==> src/rtl/alu_seq.sv <==
// alu_seq: start/busy/done ALU stage fed by the operand-entry logic.
//   Single-cycle ops (ADD, SUB, AND, OR, XOR, SHL, DIV by zero) complete on the
//   start edge. MUL and DIV run 16 shift-add / restoring-subtract iterations.
//   The result and flags are registered and held until the next completion.
// Ports:
//   hz100   in   system clock (rising edge)
//   reset   in   asynchronous active-high reset
//   a, b    in   operands, sampled only on an accepted start
//   op      in   0 ADD, 1 SUB, 2 AND, 3 OR, 4 XOR, 5 SHL, 6 MUL, 7 DIV
//   start   in   request pulse, honoured only while idle
//   busy    out  high while not idle
//   done    out  one-cycle completion pulse
//   result  out  registered result
//   flag_z/n/c/v/dz out  zero, negative, carry/borrow/mul-overflow,
//                        signed overflow, divide-by-zero
module alu_seq #(
   parameter int unsigned WIDTH = 16
) (
   input  logic             hz100,
   input  logic             reset,
   input  logic [WIDTH-1:0] a,
   input  logic [WIDTH-1:0] b,
   input  logic [2:0]       op,
   input  logic             start,
   output logic             busy,
   output logic             done,
   output logic [WIDTH-1:0] result,
   output logic             flag_z,
   output logic             flag_n,
   output logic             flag_c,
   output logic             flag_v,
   output logic             flag_dz
);

   localparam int unsigned CntW = $clog2(WIDTH);

   localparam logic [2:0] OpAdd = 3'd0;
   localparam logic [2:0] OpSub = 3'd1;
   localparam logic [2:0] OpAnd = 3'd2;
   localparam logic [2:0] OpOr  = 3'd3;
   localparam logic [2:0] OpXor = 3'd4;
   localparam logic [2:0] OpShl = 3'd5;
   localparam logic [2:0] OpMul = 3'd6;
   localparam logic [2:0] OpDiv = 3'd7;

   typedef enum logic [1:0] {StIdle, StIter, StDone} state_e;

   state_e            state_q;
   logic [CntW-1:0]   cnt_q;
   logic [2:0]        op_q;
   logic [WIDTH-1:0]  b_q;
   // MUL: {hi_q, lo_q} is partial product / remaining multiplier.
   // DIV: hi_q is the partial remainder, lo_q shifts dividend out and quotient in.
   logic [WIDTH-1:0]  hi_q, lo_q;
   logic [WIDTH-1:0]  hi_d, lo_d;

   // Single-cycle datapath, evaluated straight from the inputs at the start edge.
   logic [WIDTH:0]    add_sum, sub_diff;
   logic [WIDTH-1:0]  sc_res;
   logic              sc_c, sc_v, sc_dz;
   logic              iterative;

   assign add_sum   = {1'b0, a} + {1'b0, b};
   assign sub_diff  = {1'b0, a} - {1'b0, b};  // MSB is the borrow
   assign iterative = (op == OpMul) || ((op == OpDiv) && (b != '0));

   always_comb begin
      sc_res = '0;
      sc_c   = 1'b0;
      sc_v   = 1'b0;
      sc_dz  = 1'b0;
      case (op)
         OpAdd: begin
            sc_res = add_sum[WIDTH-1:0];
            sc_c   = add_sum[WIDTH];
            sc_v   = (a[WIDTH-1] == b[WIDTH-1]) && (add_sum[WIDTH-1] != a[WIDTH-1]);
         end
         OpSub: begin
            sc_res = sub_diff[WIDTH-1:0];
            sc_c   = sub_diff[WIDTH];
            sc_v   = (a[WIDTH-1] != b[WIDTH-1]) && (sub_diff[WIDTH-1] != a[WIDTH-1]);
         end
         OpAnd: sc_res = a & b;
         OpOr:  sc_res = a | b;
         OpXor: sc_res = a ^ b;
         OpShl: sc_res = a << b[CntW-1:0];
         // Only DIV by zero completes in one cycle.
         OpDiv: begin
            sc_res = '1;
            sc_dz  = 1'b1;
         end
         default: sc_res = '0;  // MUL never completes here
      endcase
   end

   // One iteration step of MUL or DIV.
   logic [WIDTH:0] mul_sum, div_shift, div_diff;
   logic           div_ge, fin_c;

   assign mul_sum   = {1'b0, hi_q} + (lo_q[0] ? {1'b0, b_q} : '0);
   assign div_shift = {hi_q, lo_q[WIDTH-1]};
   assign div_diff  = div_shift - {1'b0, b_q};
   assign div_ge    = div_shift >= {1'b0, b_q};

   always_comb begin
      hi_d = hi_q;
      lo_d = lo_q;
      if (op_q == OpMul) begin
         hi_d = mul_sum[WIDTH:1];
         lo_d = {mul_sum[0], lo_q[WIDTH-1:1]};
      end else if (div_ge) begin
         hi_d = div_diff[WIDTH-1:0];
         lo_d = {lo_q[WIDTH-2:0], 1'b1};
      end else begin
         hi_d = div_shift[WIDTH-1:0];
         lo_d = {lo_q[WIDTH-2:0], 1'b0};
      end
   end

   // MUL overflow: any bit set in the upper half of the final product.
   assign fin_c = (op_q == OpMul) && (hi_d != '0);

   always_ff @(posedge hz100 or posedge reset) begin
      if (reset) begin
         state_q <= StIdle;
         cnt_q   <= '0;
         op_q    <= OpAdd;
         b_q     <= '0;
         hi_q    <= '0;
         lo_q    <= '0;
         busy    <= 1'b0;
         done    <= 1'b0;
         result  <= '0;
         flag_z  <= 1'b0;
         flag_n  <= 1'b0;
         flag_c  <= 1'b0;
         flag_v  <= 1'b0;
         flag_dz <= 1'b0;
      end else begin
         case (state_q)
            StIdle: begin
               if (start) begin
                  op_q  <= op;
                  b_q   <= b;
                  hi_q  <= '0;
                  lo_q  <= a;
                  cnt_q <= '0;
                  busy  <= 1'b1;
                  if (iterative) begin
                     state_q <= StIter;
                  end else begin
                     result  <= sc_res;
                     flag_z  <= (sc_res == '0);
                     flag_n  <= sc_res[WIDTH-1];
                     flag_c  <= sc_c;
                     flag_v  <= sc_v;
                     flag_dz <= sc_dz;
                     done    <= 1'b1;
                     state_q <= StDone;
                  end
               end
            end
            StIter: begin
               hi_q  <= hi_d;
               lo_q  <= lo_d;
               cnt_q <= cnt_q + 1'b1;
               if (cnt_q == CntW'(WIDTH - 1)) begin
                  result  <= lo_d;
                  flag_z  <= (lo_d == '0);
                  flag_n  <= lo_d[WIDTH-1];
                  flag_c  <= fin_c;
                  flag_v  <= 1'b0;
                  flag_dz <= 1'b0;
                  done    <= 1'b1;
                  state_q <= StDone;
               end
            end
            StDone: begin
               done    <= 1'b0;
               busy    <= 1'b0;
               state_q <= StIdle;
            end
            default: begin
               done    <= 1'b0;
               busy    <= 1'b0;
               state_q <= StIdle;
            end
         endcase
      end
   end

endmodule

==> config.mk <==
export PLATFORM = sky130hd
export DESIGN_NAME = alu_seq
export DESIGN_NICKNAME = d
export VERILOG_FILES = /design/src/rtl/alu_seq.sv
export SDC_FILE = /design/constraint.sdc
export NUM_CORES = 1
export LEC_CHECK = 0
export CELL_PAD_IN_SITES_DETAIL_PLACEMENT = 0
export CELL_PAD_IN_SITES_GLOBAL_PLACEMENT = 2
export CORE_MARGIN = 1.5
export CORE_UTILIZATION = 33
export CTS_CLUSTER_DIAMETER = 50
export DETAILED_ROUTE_END_ITERATION = 10
export GPL_TIMING_DRIVEN = 0
export HOLD_SLACK_MARGIN = 0.12
export PLACE_DENSITY = 0.78
export SLEW_MARGIN = 0
export SYNTH_ARGS = -nofsm -noshare
export SYNTH_HDL_FRONTEND = slang
export SYNTH_SLANG_ARGS = --single-unit
==> constraint.sdc <==
create_clock -name hz100 -period 3.25 [get_ports hz100]
set_input_delay 0.65 -clock hz100 [delete_from_list [all_inputs] [get_ports hz100]]
set_output_delay 0.65 -clock hz100 [all_outputs]
set_load 0.03 [all_outputs]
==> flow_metrics.tcl <==
set metrics [dict create \
    outcome "finished with violations" \
    violations "setup timing" \
    clk_pin_slew_ns 0.07 \
    critPathCaptureType "flop" \
    ctsHoldBuffers 0 \
    fin_ws_ns -0.343 \
    cts_buffers 9 \
    routedWlPerCell_um 22.6 \
    cp_max_fo 3 \
    cp.required_ns 3.48 \
    cts.sinks 79 \
    first_pass_iters 5 \
    grt_first_pass_wirelength_um 53900 \
    gp_congestion 0.886 \
    whs_path_depth 2 \
    num_vias 9089 \
    power.total_w 0.00925 \
    yosysMostFrequentCell "nand2_1" \
    maxCapViolCount 0 \
    nNetsFinal 1349 \
    clkLatencyLatePin_ns 0.35 \
    pre_cts_slack_ns -1.61 \
    placed_area_um2 9970 \
    slew_viol_final 0 \
    fp.dieW_um 166 \
    antenna_found_initial 1 \
    fmax_ghz 0.278 \
    synth.top_cell.area_share_pct 22.5 \
    ys_seq_elements 79 \
    cts_tree "done" \
    tightestPinTransition_ns 0.933 \
    grt_max_degree 42 \
    dpl.hpwl_um 27300 \
    yosys_warnings 0 \
    synth-edff-count 0 \
    fin_crit_sh_pct 111 \
    powerDensity_nw_per_um2 826 \
    synth_flop_cell "dfrtp_1" \
    n_antenna_cell 0 \
    final_area_um2 11200 \
    die_area_um2 27600 \
    initial_utilization_pct 33.7 \
    ir_drop_v 0.000387 \
    hold_viol 0 \
    rsz0062_at_grt "true" \
    hold_class "reg2reg" \
    pin_count 61 \
    synthTopCellsByCount "159 x nand2_1, 98 x o21ai_0, 86 x inv_1" \
    startpoint_type "flop" \
    track_usage_pct 25.3 \
    vias_per_cell 5.82 \
    leakagePower_nw 4.81 \
    area_growth_syn_to_layout_pct 27.7 \
    syn_area_um2 8770 \
    first_global_vias 8790 \
    fin_skew_ns 0.0101 \
    h-tree-depth 3 \
    clock_tree.root_cell "clkbuf_16" \
    post-route-drc-count 0 \
    die_h_um 166 \
    core_area_um2 26100 \
    overflow 0 \
    yosys-top-cells-area "dfrtp_1 23%, ha_1 12%, nand2_1 6.8%" \
    arrival_ns 3.83 \
    synth_area_per_cell_um2 7.84 \
    synthCells 1119 \
    yosysSeqAreaShare_pct 22.5 \
    yosysUniqueCellTypes 79 \
    async_flop_share_pct 100 \
    routed_wl_um 35300 \
    max-clock-path-buffers 2 \
    nFillCells 2674 \
    core.rowCount 59 \
    critical_path_class "reg2reg" \
    r2r_cells 14 \
    final_antenna_net_count 0 \
    maxSlewHeadroom_pct 37.6 \
    syn-num-nets 1246 \
    fin_crit_ns 3.59 \
    yosysTopAreaCell "dfrtp_1" \
    drtIter0Drc 785 \
    setup_viol 3 \
    portBuffers 58 \
    drive_above_1_share_pct 18.7 \
]
[through the flow]
| stage | setup TNS (ns) | instances | hold slack [ns] | utilization (%) |
|---|---|---|---|---|
| after global routing | -0.809 | 1562 | 0.509 | 43.0 |
| after floorplan | -0.0604 | 1119 | 0.478 | - |
| after CTS | -1.40 | 1552 | 0.489 | 41.3 |
| after global placement | -100.39 | 1512 | 0.460 | 38.2 |
| after detailed placement | -21.75 | 1513 | 0.474 | 38.3 |
| final | -0.550 | 1562 | 0.480 | 43.0 |
[path summary, 6_finish.rpt]
check | slack, ns | to | start
min reg2reg | 0.48 | result[7] | result[7]
max in group asynchronous | 1.93 | lo_q[0] | reset
min in group asynchronous | 0.70 | result[8] | reset
min | 0.48 | result[7] | result[7]
max | -0.34 | flag_c | lo_q[15]
max reg2reg | -0.34 | flag_c | lo_q[15]
[layout by cell type (no fill, tap or decap), types with 18 or more instances in the layout]
master           instances
a21o_1                  18
ha_1                    62
nor2_1                  59
buf_4                   41
dfrtp_1                 76
nand2_1                159
clkdlybuf4s50_1         31
clkbuf_1                33
o22ai_1                 19
xnor2_1                 21
and2_1                  22
o21ai_0                 91
mux2i_1                 24
inv_1                   74
a21oi_1                 73
[cell families after synthesis]
kind of cell	Yosys count	synth area share [%]
compound gates	377	29.3
xor+xnor	35	3.49
fa+ha+maj	89	13.0
buf+inv	151	6.59
flops	79	22.5
mux	44	6.84
simple gates	344	18.2
[final cells by class]
type	count	area, um^2	area share [%]
Multi-Input combinational cell	889	6890	61.5
Sequential cell	79	1980	17.7
Timing Repair Buffer	96	883	7.88
Tap cell	335	419	3.74
Buffer	60	364	3.25
Inverter	87	359	3.20
Clock buffer	11	243	2.17
Clock inverter	5	66.3	0.592
[what timing repair did]
| action | CTS | global route |
|---|---|---|
| setup buffers | 25 | 12 |
| setup endpoints to repair | 24 | 22 |
| pin swaps | 28 | 49 |
| gates resized for setup | 164 | 119 |
[state kept, by name (all words and copies together), names as in the netlist]
| name | flops |
|---|---|
| state_q | 2 |
| done | 1 |
| op_q | 3 |
| busy | 1 |
| lo_q | 16 |
| flag_z | 1 |
| result | 16 |
| hi_q | 16 |
| flag_c | 1 |
| flag_v | 1 |
| cnt_q | 4 |
| flag_dz | 1 |
| b_q | 16 |
[power breakdown]
part | internal (W) | switching [W]
clock | 0.000625 | 0.000451
combinational | 0.00261 | 0.00368
sequential | 0.00141 | 0.000479
total | 0.00465 | 0.00460
[metal layers]
metal / vias up / GRT usage, % / routed length (um)
met5: - / 0 / 0
met4: 0 / 7.09 / 828
met3: 52 / 3.77 / 2130
met2: 303 / 38.6 / 15400
met1: 4450 / 37.0 / 17000
li1: 4284 / - / -
[worst max-delay path, cell delays in order, from the launching register on]
cell and delay, ns:
dfrtp_2 0.42, inv_2 0.09, ha_4 0.13, inv_1 0.04, fa_2 0.34, a21o_1 0.22, a221o_1 0.38, a211oi_2 0.23
nor2_1 0.08, xnor2_1 0.27, mux2i_1 0.16, o31a_1 0.29, nor4_4 0.32, a311oi_1 0.13, or3_1 0.37
(Power assumes the default switching activity.)
